===== config.mk =====
export PLATFORM = sky130hd
export DESIGN_NAME = servo_pwm_multi
export DESIGN_NICKNAME = d
export VERILOG_FILES = /design/src/rtl/servo_pkg.sv /design/src/rtl/servo_frame_counter.sv /design/src/rtl/servo_pwm_multi.sv
export SDC_FILE = /design/constraint.sdc
export NUM_CORES = 1
export LEC_CHECK = 0
export ABC_AREA = 1
export BUFFER_PORTS_ARGS = -buffer_cell sky130_fd_sc_hd__buf_2
export CORE_ASPECT_RATIO = 2
export CORE_MARGIN = 3
export CORE_UTILIZATION = 57
export CTS_CLUSTER_DIAMETER = 150
export DETAILED_ROUTE_END_ITERATION = 8
export GPL_TIMING_DRIVEN = 0
export PLACE_DENSITY_LB_ADDON = 0.05
export SLEW_MARGIN = 20
export SYNTH_ARGS = -nofsm -noshare
export SYNTH_HDL_FRONTEND = slang
export SYNTH_HIERARCHICAL = 1
export SYNTH_SLANG_ARGS = --single-unit

===== constraint.sdc =====
create_clock -name clk -period 2 [get_ports clk]
set_input_delay 0.4 -clock clk [delete_from_list [all_inputs] [get_ports clk]]
set_output_delay 0.4 -clock clk [all_outputs]
set_load 0.1 [all_outputs]

===== src/rtl/servo_pkg.sv =====
// Shared constants and helpers for the multi-channel servo PWM generator.
package servo_pkg;

  localparam int DEF_NUM_CH       = 4;
  localparam int DEF_CNT_W        = 20;
  localparam int DEF_FRAME_CYCLES = 1_000_000;
  localparam int DEF_MIN_PULSE    = 50_000;
  localparam int DEF_MAX_PULSE    = 100_000;
  localparam int DEF_SLEW_STEP    = 1_000;

  // Channel index width; never narrower than one bit, even for a single channel.
  function automatic int ch_width(input int num_ch);
    return (num_ch <= 1) ? 1 : $clog2(num_ch);
  endfunction

  // Zero passes through as "channel off"; anything else lands in [min, max].
  function automatic logic [31:0] clamp_width(input logic [31:0] width,
                                               input logic [31:0] min_pulse,
                                               input logic [31:0] max_pulse);
    logic [31:0] res;
    if (width == '0)             res = '0;
    else if (width < min_pulse)  res = min_pulse;
    else if (width > max_pulse)  res = max_pulse;
    else                         res = width;
    return res;
  endfunction

endpackage


===== src/rtl/servo_frame_counter.sv =====
// Free-running frame counter: cnt runs 0..FRAME_CYCLES-1, commit marks the
// last cycle of the frame, frame_tick is a registered pulse following cnt == 0.
module servo_frame_counter
  import servo_pkg::*;
#(
  parameter int FRAME_CYCLES = DEF_FRAME_CYCLES,
  parameter int CNT_W        = DEF_CNT_W
) (
  input  logic             clk,
  input  logic             clr_n,
  output logic [CNT_W-1:0] cnt,
  output logic             commit,
  output logic             frame_tick
);

  localparam logic [CNT_W-1:0] LAST = CNT_W'(FRAME_CYCLES - 1);

  logic [CNT_W-1:0] cnt_q, cnt_d;
  logic             frame_tick_q, frame_tick_d;

  // Next count with wrap at the frame end, and the start-of-frame marker.
  always_comb begin
    commit       = (cnt_q == LAST);
    cnt_d        = commit ? '0 : cnt_q + CNT_W'(1);
    frame_tick_d = (cnt_q == '0);
  end

  // Counter state; reset holds the count at the start of a frame.
  always_ff @(posedge clk or negedge clr_n) begin
    if (!clr_n) begin
      cnt_q        <= '0;
      frame_tick_q <= 1'b0;
    end else begin
      cnt_q        <= cnt_d;
      frame_tick_q <= frame_tick_d;
    end
  end

  assign cnt        = cnt_q;
  assign frame_tick = frame_tick_q;

endmodule


===== src/rtl/servo_pwm_multi.sv =====
// Multi-channel servo PWM generator. One shared frame counter feeds NUM_CH
// comparators; widths are written through a valid/ready port, clamped into a
// safe range and only committed to the comparators at the frame boundary.
// Optional slew limiting of the committed width: define SERVO_PWM_SLEW_EN.
module servo_pwm_multi
  import servo_pkg::*;
#(
  parameter  int NUM_CH       = DEF_NUM_CH,
  parameter  int CNT_W        = DEF_CNT_W,
  parameter  int FRAME_CYCLES = DEF_FRAME_CYCLES,
  parameter  int MIN_PULSE    = DEF_MIN_PULSE,
  parameter  int MAX_PULSE    = DEF_MAX_PULSE,
  parameter  int SLEW_STEP    = DEF_SLEW_STEP,
  localparam int CH_W         = ch_width(NUM_CH)
) (
  input  logic              clk,
  input  logic              clr_n,
  input  logic              wr_valid,
  output logic              wr_ready,
  input  logic [CH_W-1:0]   wr_ch,
  input  logic [CNT_W-1:0]  wr_width,
  output logic              wr_err,
  output logic [NUM_CH-1:0] pwm,
  output logic [NUM_CH-1:0] settled,
  output logic              frame_tick
);

  logic [CNT_W-1:0]  cnt;
  logic              commit;

  logic [CNT_W-1:0]  target_q [NUM_CH];
  logic [CNT_W-1:0]  target_d [NUM_CH];
  logic [CNT_W-1:0]  active_q [NUM_CH];
  logic [CNT_W-1:0]  active_d [NUM_CH];
  logic [NUM_CH-1:0] pwm_q, pwm_d;
  logic              wr_err_q, wr_err_d;

  logic              wr_accept;
  logic              ch_in_range;
  logic [CNT_W-1:0]  wr_width_clamped;

  servo_frame_counter #(
    .FRAME_CYCLES (FRAME_CYCLES),
    .CNT_W        (CNT_W)
  ) u_frame_counter (
    .clk        (clk),
    .clr_n      (clr_n),
    .cnt        (cnt),
    .commit     (commit),
    .frame_tick (frame_tick)
  );

  // Move the committed width toward the target by at most SLEW_STEP; switching
  // a channel on or off is never rate-limited.
  function automatic logic [CNT_W-1:0] slew_next(input logic [CNT_W-1:0] act,
                                                 input logic [CNT_W-1:0] tgt);
    logic [CNT_W-1:0] step;
    logic [CNT_W-1:0] diff;
    logic [CNT_W-1:0] res;
    step = CNT_W'(SLEW_STEP);
    diff = '0;
    if (tgt == '0 || act == '0) begin
      res = tgt;
    end else if (tgt > act) begin
      diff = tgt - act;
      res  = (diff > step) ? act + step : tgt;
    end else begin
      diff = act - tgt;
      res  = (diff > step) ? act - step : tgt;
    end
    return res;
  endfunction

  // The commit cycle is reserved for loading active from target, so writes
  // stall there and can never race the commit.
  assign wr_ready         = !commit;
  assign wr_accept        = wr_valid && wr_ready;
  assign ch_in_range      = (32'(wr_ch) < 32'(NUM_CH));
  assign wr_width_clamped = CNT_W'(clamp_width(32'(wr_width), 32'(MIN_PULSE), 32'(MAX_PULSE)));

  // Register file update: writes land in target, commit copies into active.
  always_comb begin
    wr_err_d = wr_accept && !ch_in_range;
    for (int i = 0; i < NUM_CH; i++) begin
      target_d[i] = target_q[i];
      active_d[i] = active_q[i];
      if (wr_accept && (32'(wr_ch) == 32'(i))) begin
        target_d[i] = wr_width_clamped;
      end
      if (commit) begin
`ifdef SERVO_PWM_SLEW_EN
        active_d[i] = slew_next(active_q[i], target_q[i]);
`else
        active_d[i] = target_q[i];
`endif
      end
    end
  end

  // Pulse comparators: high while the frame count is below the committed width.
  always_comb begin
    for (int i = 0; i < NUM_CH; i++) begin
      pwm_d[i] = (cnt < active_q[i]);
    end
  end

  // Width registers, outputs and error flag; reset forces every channel off.
  always_ff @(posedge clk or negedge clr_n) begin
    if (!clr_n) begin
      for (int i = 0; i < NUM_CH; i++) begin
        target_q[i] <= '0;
        active_q[i] <= '0;
      end
      pwm_q    <= '0;
      wr_err_q <= 1'b0;
    end else begin
      for (int i = 0; i < NUM_CH; i++) begin
        target_q[i] <= target_d[i];
        active_q[i] <= active_d[i];
      end
      pwm_q    <= pwm_d;
      wr_err_q <= wr_err_d;
    end
  end

  // A channel is settled once the comparator runs the width last written.
  always_comb begin
    for (int i = 0; i < NUM_CH; i++) begin
      settled[i] = (active_q[i] == target_q[i]);
    end
  end

  assign pwm    = pwm_q;
  assign wr_err = wr_err_q;

endmodule


**After elaboration in Yosys (flattened, before gate mapping)**

Cells that the tools add are included.

- Flip-flop bits (word level): 185
- Bits in latches: 0
- RAM bits: 0
- ROM bits: 0
- Input port bits: 25
- Output and inout port bits: 11
- Memories: 0

- Add/sub/neg operators: 1
- Multiply operators: 0
- Divide/modulo/power cells: 0
- $lt $le $gt $ge: 6
- Equal/unequal tests: 8
- Shift-type cells: 0
- Muxes and demuxes: 4
- Bitwise gates (word level): 0
- Reductions and logical operators: 9

Operators by type and width:

| kind | number |
|---|---|
| == test 20 bit | 4 |
| less-than comparator 20 bit | 4 |
| 2-to-1 mux 20 bit | 4 |
| logical NOT 20 bit | 2 |
| adder 20 x 1 -> 20 bit, second input constant | 1 |
| == test 20 bit, second input constant | 1 |
| greater-than comparator 20 x 17 -> 1 bit, second input constant | 1 |
| less-than comparator 20 x 16 -> 1 bit, second input constant | 1 |
| logical AND 1 bit | 5 |
| == test 2 bit, second input constant | 2 |
| == test 2 x 1 -> 1 bit, second input constant | 1 |
| logical NOT 2 bit | 1 |
| logical NOT 1 bit | 1 |

**Logic depth before layout (Yosys ltp)**

Gate-level depths: netlist of the first run.

- Depth after elaboration: 4
- Gate-level depth with buffers: 15
- Mapped depth without buffers: 13

**Cells and area by module**

The synthesis of the first run kept the hierarchy.

Modules (own cells, without submodules):

| module | times used | cells each | area an instance (um^2) | sequential area each (um^2) |
|---|---|---|---|---|
| servo_pwm_multi | 1 | 1,138 | 9,341.5 | 4,103.9 |
| servo_frame_counter | 1 | 173 | 1,278.7 | 525.5 |

**Worst setup path before layout of the first run**

Ideal clock, no wire load.

- Kind: register -> output
- Start point: reg active_q[51] in the netlist's numbering
- End point: out settled[1]
- Arrival time: 2.145 ns
- Required time: 1.600 ns
- Path slack: -0.545 ns
- Cell stages (with the launch flop): 6
- Path buffers: 0
- Path through: dfrtp_1 -> xnor2_1 -> nand2_1 -> nor4_1 -> nand2_1 -> nor2_1

- Cells in the longest elaborated chain, start to end: 1

Ends and longest elaborated chain:

| element | RTL line | text |
|---|---|---|
| start: declaration | servo_pwm_multi.sv:33 | `logic [CNT_W-1:0] active_q [NUM_CH];` |
| start signal: indexed assignment | servo_pwm_multi.sv:119 | `active_q[i] <= active_d[i];` |
| == test 20 bit | servo_pwm_multi.sv:129 | `settled[i] = (active_q[i] == target_q[i]);` |
| end: declaration | servo_pwm_multi.sv:24 | `output logic [NUM_CH-1:0] settled,` |

Every way passes these cells.

**Worst setup path after layout of the first run**

- Start point: reg target_q[2] in the netlist's numbering
- End point: out settled[3]

- Cells in the longest elaborated chain, start to end: 1

Ends and longest elaborated chain:

| element | RTL line | text |
|---|---|---|
| start: declaration | servo_pwm_multi.sv:31 | `logic [CNT_W-1:0] target_q [NUM_CH];` |
| start signal: indexed assignment | servo_pwm_multi.sv:118 | `target_q[i] <= target_d[i];` |
| == test 20 bit | servo_pwm_multi.sv:129 |  |

Every way passes these cells.

==> out/qor.csv, run 1 <==
stage,metric,value,unit
sta,"Slew Viols, Final",0,
clock_network,Worst-Skew Late Latency,450,ps
final_layout,most frequent cells in the layout,"238 x nand2_1, 163 x dfrtp_1, 150 x inv_1, 95 x nand2_2, 92 x nor2_1",
power,Peak supply drop,0.819,mV
global_routing,total track usage,34.7,%
power,pwr/cell area,593,nW/um^2
route,DRT Pass-1 Iters,7,
die,FP Rows,70,
global_routing,largest net degree at the start of global routing,99,
synth,Synth cell types,41,
die,Die H,199,um
sta,final setup margin,-353,ps
global_routing,first-pass GRT wire length,51900,um
setup_path,Setup crit start,target_q[2],
clock_network,Root Buffer,clkbuf_16,
placement,Placed Area,11200,um^2
route,Antenna Nets Post-Route,0,
synth,Syn Area/Cell,8.10,um^2
synth,Synth Register Bits,185,
clock_network,H-tree depth,4,
sta,"Hold Violations, Final",0,
clock_network,clk sink count,185,
sta,Max Clock Freq,425,MHz
sta,Tcrit/Tclk final,118,%
synth,syn nets,1414,
die,Die X,103,um
placement,gpl congestion,0.883,
flow_run,MaxCap Viol Count,0,
global_routing,initial antenna violation count,0,
clock_network,cts bufs inserted,17,
final_layout,Finished Layout Cells,1692,
setup_path,critical path required time,1600,ps
sta,Slew Limit Headroom,47.4,%
power,Lkg Pwr,6.76,nW
route,via count,9833,
setup_path,Reg-to-Reg End,u_frame_counter/cnt[14],
final_layout,n_diodes,0,
setup_path,Critical Path Fanout Max,3,
setup_path,crit-path cells,xor2_1 > nor4_2 > nand4_1 > nor2_4 > buf_12,
die,# IOs,36,
clock_network,CTS tree,yes,
setup_path,"Largest stage delay, worst path",420,ps
die,Initial Utilization,58.0,%
synth,Post-Syn Instances,1311,
placement,# port buffers,34,
global_routing,total grt overflow,0,
synth,sequential area share after synthesis,43.6,%
final_layout,synth-to-layout area growth,31.3,%
status,violated checks,setup timing,
clock_network,clock-pin transition on the worst setup and hold timing paths,80,ps
setup_path,Worst setup SP type,register,
setup_path,Critical Path End Type,output port,
route,WL/cell,21.0,um
sta,Final Skew,12.8,ps
route,DRC,0,
status,status,finished with violations,
sta,clock period minus worst slack,2350,ps
global_routing,vias in the first global route,9678,
setup_path,reg2reg start,u_frame_counter/cnt[1],
final_layout,fin area,13900,um^2
die,core area,18300,um^2
route,Detailed Route Iter0 Violations,666,
sta,Hold Slack,347,ps
clock_network,Max Buffers Root-to-Sink,2,
setup_path,R2R setup slack,-240,ps
final_layout,layout cells sized above 1,31.2,%
synth,synthesized cell area,10600,um^2
power,total power,8.27,mW
sta,RSZ-0062 raised after global routing,yes,
min_path,HP Class,input pin to register,
sta,Final setup violation count,166,
route,Routed WL,35500,um
setup_path,CP max-delay cell,dfrtp_1,
sta,worst slew pin tran,786,ps
setup_path,Worst Reg-to-Reg Cells,16,
setup_path,Critical Path Sink,settled[3],
placement,hpwl dp,22100,um
final_layout,"most common cell after layout, fill and taps aside",nand2_1,
setup_path,WP data arrival,1950,ps
synth,Ys Warns,6,
route,via/cell ratio,5.81,
die,die area,20400,um^2
placement,DP Cell Count,1562,
final_layout,Nets,1566,
setup_path,Setup CP Type,register to output port,
==> what timing repair did <==
action	in CTS	in global routing
pin swaps	38	35
hold buffers	1	0
endpoints found under the setup margin	165	172
endpoints found under the hold margin	19	0
gates cloned	9	11
resized for setup	212	221
buffers inserted	51	36
==> kinds of logic after synthesis <==
logic type / synth area share [%]
XOR/XNOR: 3.96
AND/OR/NAND/NOR: 25.9
adder cells (fa/ha/maj): 9.19
flip-flops: 43.6
AO/OA/AOI/OAI: 9.52
buffers and inverters: 7.76
other: 0.0353
==> registers in the layout, indices dropped and copies added (netlist names) <==
name                        cells
target_q                       80
u_frame_counter/cnt            20
u_frame_counter/frame_tick      1
pwm                             4
active_q                       80
==> metrics by stage <==
step	setup WS, ps	setup TNS, ps	utilization [%]
after floorplan	-54.5	-639	-
after global placement	-2800	-556810	61.0
after detailed placement	-1010	-102130	61.2
after CTS	-316	-14130	70.7
after global routing	-452	-32250	76.2
final	-353	-24710	76.2
==> synth_stat cells, drive strengths merged <==
cell	number	share of area, %
a211oi	2	0.14
a21oi	44	2.1
a22o	2	0.16
a31oi	1	0.059
and2	1	0.059
buf	21	1.3
clkbuf	15	0.53
conb	1	0.035
dfrtp	185	44
ha	78	9.2
inv	169	6.0
nand2	360	13
nand3	58	3.4
nand3b	2	0.14
nand4	28	1.6
nor2	118	4.7
nor3	19	1.3
nor3b	1	0.071
nor4	13	0.77
o211ai	3	0.21
o21a	3	0.21
o21ai	128	6.3
o21bai	1	0.11
o22ai	4	0.24
or2	6	0.35
xnor2	17	1.4
xor2	31	2.6
==> area by class of cell <==
| cell class | count | area, um^2 |
|---|---|---|
| plain buffers | 33 | 509 |
| clock buffers | 20 | 447 |
| clock inverters | 12 | 119 |
| fillers | 1283 | 4360 |
| inverters | 169 | 669 |
| multi-input cells | 921 | 5840 |
| flip-flops and latches | 185 | 4670 |
| well taps | 216 | 270 |
| repair buffers | 136 | 1420 |
==> metal layers <==
metal	global-route usage [%]	part of all wire, %	up-vias	wire (um)
met5	0	0	-	0
met1	37.9	35	4733	12400
li1	-	-	4539	-
met2	58.2	51	404	18100
met4	23.8	8.3	0	2950
met3	7.86	5.8	157	2070
==> worst max-delay path, delay by kind of cell (launching register included) <==
family	cells	cell delay, ps
xor+xnor	1	190
simple gates	3	720
flops	1	420
buf+inv	1	180
==> where the power goes <==
group	switching, mW	leakage [nW]	internal [mW]	total, mW
Clock	1.55	0.268	1.77	3.31
Sequential	0.194	2.47	3.87	4.07
Combinational	0.513	4.02	0.378	0.891
Total	2.25	6.76	6.02	8.27
==> worst min-delay path by stage <==
stage / from / endpoint / slack [ps] / cells past startpoint
finish: wr_ch[1] / target_q[68] / 350 / 4
global route: wr_width[11] / target_q[71] / 350 / 3
CTS: wr_ch[0] / target_q[64] / 330 / 4
detailed placement: clr_n / u_frame_counter/cnt[5] / 460 / 1
global placement: target_q[56] / active_q[56] / 490 / 2
floorplan: clr_n / active_q[0] / 100 / 0
Note: power is estimated with default switching activity, not from simulation.
==> run 2, diff against run 1 <==
--- a/config.mk
+++ b/config.mk
@@ -9,7 +9,7 @@
 export BUFFER_PORTS_ARGS = -buffer_cell sky130_fd_sc_hd__buf_2
 export CORE_ASPECT_RATIO = 2
 export CORE_MARGIN = 3
-export CORE_UTILIZATION = 57
+export CORE_UTILIZATION = 62
 export CTS_CLUSTER_DIAMETER = 150
 export DETAILED_ROUTE_END_ITERATION = 8
 export GPL_TIMING_DRIVEN = 0
@@ -17,5 +17,4 @@
 export SLEW_MARGIN = 20
 export SYNTH_ARGS = -nofsm -noshare
 export SYNTH_HDL_FRONTEND = slang
-export SYNTH_HIERARCHICAL = 1
 export SYNTH_SLANG_ARGS = --single-unit
==> constraint.sdc (replaced) <==
create_clock -name clk -period 2.2 [get_ports clk]
set_input_delay 0.44 -clock clk [delete_from_list [all_inputs] [get_ports clk]]
set_output_delay 0.44 -clock clk [all_outputs]
set_load 0.1 [all_outputs]
==> run 2 against run 1 <==
  * Sequential power fell by 11%
  * Clock power shrank 7.6%
  * Critical path depth is 2 higher
  * Critical endpoint unchanged
  * Worst setup slack improved by 160 ps
  * Final cell count fell by 2.9%
  * Critical path type unchanged
  * Cell area decreased by 11%
  * The run ends with hold timing, setup timing left
  * Wire length decreased by 7.3%
  * Global-route usage rose by 0.70 points
  * Utilization is 2.0 points lower
==> out/qor.csv, run 2 <==
stage,metric,value,unit
status,status,finished with violations,
status,violated checks,"hold timing, setup timing",
power,pwr/cell area,594,nW/um^2
synth,Synth Register Bits,185,
placement,hpwl dp,22800,um
route,via count,9415,
synth,most common cell in the netlist,nand2_1,
clock_network,Root Buffer,clkbuf_16,
global_routing,total grt overflow,0,
synth,Syn Area/Cell,8.10,um^2
route,Detailed Route Iter0 Violations,619,
final_layout,layout cells sized above 1,18.6,%
clock_network,clk sink count,185,
die,FP Rows,67,
global_routing,first-pass GRT wire length,50100,um
synth,Main synth FF type,dfrtp_1,
sta,Final setup violation count,4,
die,die area,18900,um^2
placement,# port buffers,34,
synth,Area contributors post-synth,"dfrtp_1 44%, nand2_1 13%, ha_1 9.2%",
setup_path,Critical Path End Type,output port,
global_routing,vias in the first global route,9367,
setup_path,Critical Path Fanout Max,2,
route,via/cell ratio,5.73,
sta,Tcrit/Tclk final,109,%
setup_path,WP data arrival,1950,ps
clock_network,Worst-Skew Late Latency,440,ps
synth,Ys Warns,0,
global_routing,initial antenna violation count,0,
sta,clock period minus worst slack,2390,ps
power,Peak supply drop,0.635,mV
clock_network,Max Buffers Root-to-Sink,2,
synth,Commonest cells post-synth,"368 x nand2_1, 197 x inv_1, 185 x dfrtp_1",
synth,Synth cell types,42,
die,core area,16800,um^2
clock_network,cts bufs inserted,17,
synth,syn nets,1416,
global_routing,largest net degree at the start of global routing,99,
final_layout,most frequent cells in the layout,"368 x nand2_1, 183 x inv_1, 165 x dfrtp_1, 86 x o21ai_0, 76 x ha_1",
sta,"Hold Violations, Final",3,
synth,synthesized cell area,10600,um^2
route,WL/cell,20.0,um
power,Lkg Pwr,6.37,nW
synth,sequential area share after synthesis,43.5,%
flow_run,MaxCap Viol Count,0,
die,Initial Utilization,63.4,%
setup_path,Worst setup SP type,register,
final_layout,"most common cell after layout, fill and taps aside",nand2_1,
route,Routed WL,32900,um
synth,Post-Syn Instances,1313,
final_layout,n_diodes,0,
synth,post-synth top area cell,dfrtp_1,
route,Antenna Nets Post-Route,0,
min_path,HP Class,input pin to async pin,
final_layout,Nets,1526,
sta,Max Clock Freq,418,MHz
route,DRC,0,
synth,Yosys top cell area share,43.5,%
clock_network,CTS tree,yes,
placement,gpl congestion,0.984,
sta,worst slew pin tran,758,ps
final_layout,"Core Util, Final",74.2,%
sta,RSZ-0062 raised after global routing,yes,
die,Die X,98.6,um
die,Die H,191,um
global_routing,total track usage,35.4,%
sta,final setup TNS,-490,ps
clock_network,H-tree depth,4,
setup_path,Setup CP Type,register to output port,
sta,"Slew Viols, Final",0,
die,# IOs,36,
sta,Slew Limit Headroom,49.5,%
clock_network,hold-fix buffer count after cts,0,
synth,Post-synth EDFFs,0,
sta,Hold Slack,-10.6,ps
route,DRT Pass-1 Iters,6,
clock_network,clock-pin transition on the worst setup and hold timing paths,80,ps
sta,final setup margin,-193,ps
sta,Final Skew,10.3,ps
final_layout,synth-to-layout area growth,17.0,%
setup_path,critical path required time,1760,ps
power,total power,7.38,mW
synth,ys async rst share,100,%
run 2: cell types whose count changed in the layout (fill, tap and decap cells not counted), sizes merged, moves of 12 or more:
cell,before,now
inv,172,208
o22ai,4,16
buf,156,119
nor2,118,82
nand2,360,372
run 2: final cells by class:
type / instances / area [um^2]
flip-flops and latches: 185 / 4660
fillers: 1312 / 4330
repair buffers: 93 / 722
multi-input cells: 891 / 5160
plain buffers: 33 / 287
well taps: 207 / 259
inverters: 202 / 768
clock inverters: 14 / 138
clock buffers: 18 / 439
run 2: critical path: stages (launching register included):
cell and delay, ps:
dfrtp_1 400, xor2_1 180, nor3_2 170, nand3_1 130
nor2_2 160, nand3_2 130, nor2_4 160, buf_12 180
run 2: worst paths after layout:
check                                   from                endpoint  slack, ps  cells past startpoint
worst min register to register  target_q[46]            target_q[46]        490                      2
worst max-delay path            target_q[18]              settled[3]       -190                      7
max in group asynchronous              clr_n  u_frame_counter.cnt[7]       1230                      2
worst min-delay path                   clr_n            active_q[31]        -10                      1
worst max register to register  active_q[41]                  pwm[1]        130                     13
min in group clk                wr_width[16]            target_q[36]        420                      3
run 2: stage by stage:
| step | std cells | instance area [um^2] | worst slack (ps) | hold WS [ps] |
|---|---|---|---|---|
| global placement | 1554 | 11100 | -2290 | 465 |
| global route | 1643 | 12400 | -239 | 49.5 |
| floorplan | 1313 | 10600 | 60.8 | 144 |
| detailed placement | 1555 | 11100 | -578 | 473 |
| CTS | 1615 | 12100 | -167 | 27.5 |
| finish | 1643 | 12400 | -193 | -10.6 |
run 2: repair_timing:
action	in CTS	in global routing
setup endpoints to repair	59	8
gates resized for setup	66	35
buffers inserted	28	31
pin swaps	14	17
run 2: cells by family (layout without fill, tap and decap cells):
group           count (synthesis)  in the layout  synth area share (%)
flops                         185            185                  43.5
xor+xnor                       39             39                  3.21
other cells                     1              1                0.0353
fa+ha+maj                      78             78                  9.18
simple gates                  575            575                  23.3
compound gates                198            198                  10.8
buf+inv                       237            360                  9.93
run 2: metal layers:
layer  global-route usage (%)  share of wire, %
met1                     40.0                36
met4                     26.0               8.8
met2                     60.8                50
met3                     3.94               4.7
met5                        0                 0
run 2: where the power goes:
part | total (mW) | switching (mW) | leakage [nW] | internal [mW]
logic | 0.678 | 0.436 | 3.62 | 0.241
clock network | 3.06 | 1.44 | 0.272 | 1.62
registers | 3.64 | 0.121 | 2.48 | 3.52
total | 7.38 | 2.00 | 6.37 | 5.38
==> run 3, diff against run 2 <==
--- a/config.mk
+++ b/config.mk
@@ -13,6 +13,7 @@
 export CTS_CLUSTER_DIAMETER = 150
 export DETAILED_ROUTE_END_ITERATION = 8
 export GPL_TIMING_DRIVEN = 0
+export MAX_ROUTING_LAYER = met4
 export PLACE_DENSITY_LB_ADDON = 0.05
 export SLEW_MARGIN = 20
 export SYNTH_ARGS = -nofsm -noshare
==> run 3 against run 2 <==
  * The flow finishes with violations (setup timing)
  * Count of clock-buffer cells in the layout rose by 2
  * Clock skew fell by 2.4 ps
  * First-iteration DRC count rose by 19%
  * Critical path depth rose by 1
  * Final cell count fell by 1.3%
  * Sequential share of layout area rose by 0.57 points
  * Cell area fell by 1.4%
  * Power fell by 1.8%
  * Wire length fell by 2.1%
  * Clock power fell by 5%
  * Combinational power barely moved
  * Sequential power barely moved
  * Critical path type unchanged
  * Highest routed layer unchanged
==> out/qor.csv, run 3 (synthesis gave the netlist of run 2 again) <==
stage,metric,value,unit
status,status,finished with violations,
status,violated checks,setup timing,
final_layout,Fillers,1338,
setup_path,Setup CP Type,register to output port,
clock_network,cts bufs inserted,17,
sta,Hold Slack,7.64,ps
sta,Slew Limit Headroom,49.7,%
setup_path,reg2reg start,u_frame_counter.cnt[4],
final_layout,fin area,12300,um^2
setup_path,Worst Reg-to-Reg Cells,9,
route,Antenna Nets Post-Route,0,
setup_path,Critical Path Fanout Max,3,
die,core area,16800,um^2
final_layout,layout cells sized above 1,17.7,%
sta,RSZ-0062 raised after global routing,yes,
clock_network,Root Buffer,clkbuf_16,
route,Routed WL,32200,um
global_routing,vias in the first global route,9269,
sta,worst slew pin tran,754,ps
die,FP Rows,67,
final_layout,most frequent cells in the layout,"368 x nand2_1, 177 x inv_1, 166 x dfrtp_1, 86 x o21ai_0, 76 x ha_1",
power,Peak supply drop,0.550,mV
sta,Final setup violation count,5,
final_layout,Nets,1504,
placement,Placed Area,11100,um^2
placement,gpl congestion,1.02,
setup_path,WP data arrival,1940,ps
placement,hpwl dp,22600,um
final_layout,"Core Util, Final",73.2,%
setup_path,Worst setup SP type,register,
sta,Final Skew,7.87,ps
flow_run,MaxCap Viol Count,0,
power,pwr/cell area,591,nW/um^2
clock_network,H-tree depth,4,
final_layout,synth-to-layout area growth,15.4,%
global_routing,initial antenna violation count,0,
sta,clock period minus worst slack,2380,ps
route,via count,9351,
global_routing,first-pass GRT wire length,49600,um
die,# IOs,36,
route,DRC,0,
clock_network,CTS tree,yes,
power,Lkg Pwr,6.26,nW
setup_path,R2R setup slack,110,ps
placement,# port buffers,34,
sta,final setup margin,-176,ps
die,Die H,191,um
route,via/cell ratio,5.77,
setup_path,Critical Path End Type,output port,
sta,Max Clock Freq,421,MHz
sta,"Hold Violations, Final",0,
die,Die X,98.6,um
final_layout,n_diodes,0,
route,DRT Pass-1 Iters,6,
setup_path,Reg-to-Reg End,target_q[29],
clock_network,Worst-Skew Late Latency,440,ps
sta,"Slew Viols, Final",0,
die,Initial Utilization,63.4,%
final_layout,"most common cell after layout, fill and taps aside",nand2_1,
clock_network,clk sink count,185,
route,Detailed Route Iter0 Violations,736,
clock_network,Max Buffers Root-to-Sink,2,
die,die area,18900,um^2
global_routing,total grt overflow,0,
setup_path,critical path required time,1760,ps
sta,final setup TNS,-593,ps
clock_network,clock-pin transition on the worst setup and hold timing paths,70,ps
global_routing,largest net degree at the start of global routing,94,
min_path,HP Class,input pin to async pin,
sta,Tcrit/Tclk final,108,%
global_routing,total track usage,36.1,%
route,WL/cell,19.9,um
run 3: cell count changes in the layout (fill, tap and decap cells not counted), sizes merged:
cell / delta
bufinv: -1
buf: -24
clkbuf: +4
inv: -2
clkinvlp: -1
clkinv: +2
run 3: worst max path at each step:
stage,startpoint,cells past startpoint,end
final,target_q[19],8,settled[3]
after detailed placement,u_frame_counter.cnt[10],7,wr_ready
after global routing,target_q[19],8,settled[3]
after floorplan,active_q[68],4,settled[0]
after CTS,u_frame_counter.cnt[0],7,wr_ready
after global placement,clr_n,1,target_q[62]
run 3: power by group:
group / leakage [nW] / internal [mW] / switching [mW] / total [mW]
Combinational: 3.53 / 0.243 / 0.435 / 0.678
Clock: 0.264 / 1.52 / 1.41 / 2.92
Sequential: 2.48 / 3.52 / 0.124 / 3.65
run 3: worst max-delay path, cell delays in order (launching register included):
cell,delay (ps)
dfrtp_1,410
inv_2,80
nor2_2,40
nor3_2,220
nand3_1,120
nor2_2,160
nand3_2,140
nor2_4,160
buf_12,180
run 3: area by class of cell:
| class | instances | area, um^2 | share of cell area (%) |
|---|---|---|---|
| Sequential cell | 185 | 4670 | 38.1 |
| Timing Repair Buffer | 69 | 542 | 4.42 |
| Buffer | 35 | 305 | 2.49 |
| Clock buffer | 20 | 457 | 3.72 |
| Inverter | 202 | 768 | 6.26 |
| Multi-Input combinational cell | 891 | 5180 | 42.2 |
| Clock inverter | 12 | 90.1 | 0.734 |
| Tap cell | 207 | 259 | 2.11 |
run 3: metrics by stage:
stage | cells | total power [mW] | setup slack (ps)
floorplan | 1313 | 4.03 | 60.8
global placement | 1554 | 4.28 | -2330
detailed placement | 1555 | 4.30 | -561
CTS | 1616 | 7.21 | -193
global route | 1621 | 7.46 | -223
finish | 1621 | 7.25 | -176
run 3: repair_timing:
action                                  4_1_cts  5_1_grt
buffers inserted                             29        7
pin swaps                                    13       21
hold buffers                                  0        0
endpoints found under the setup margin       37        6
resized for setup                            71       37
run 3: per-layer routing:
layer	track usage (%)	wire length (um)	share of wire, %	vias up
met1	39.1	11600	36	4498
met3	4.46	1550	4.8	130
met4	25.8	2620	8.1	0
li1	-	-	-	4404
met2	60.7	16500	51	319
met5	-	0	0	-
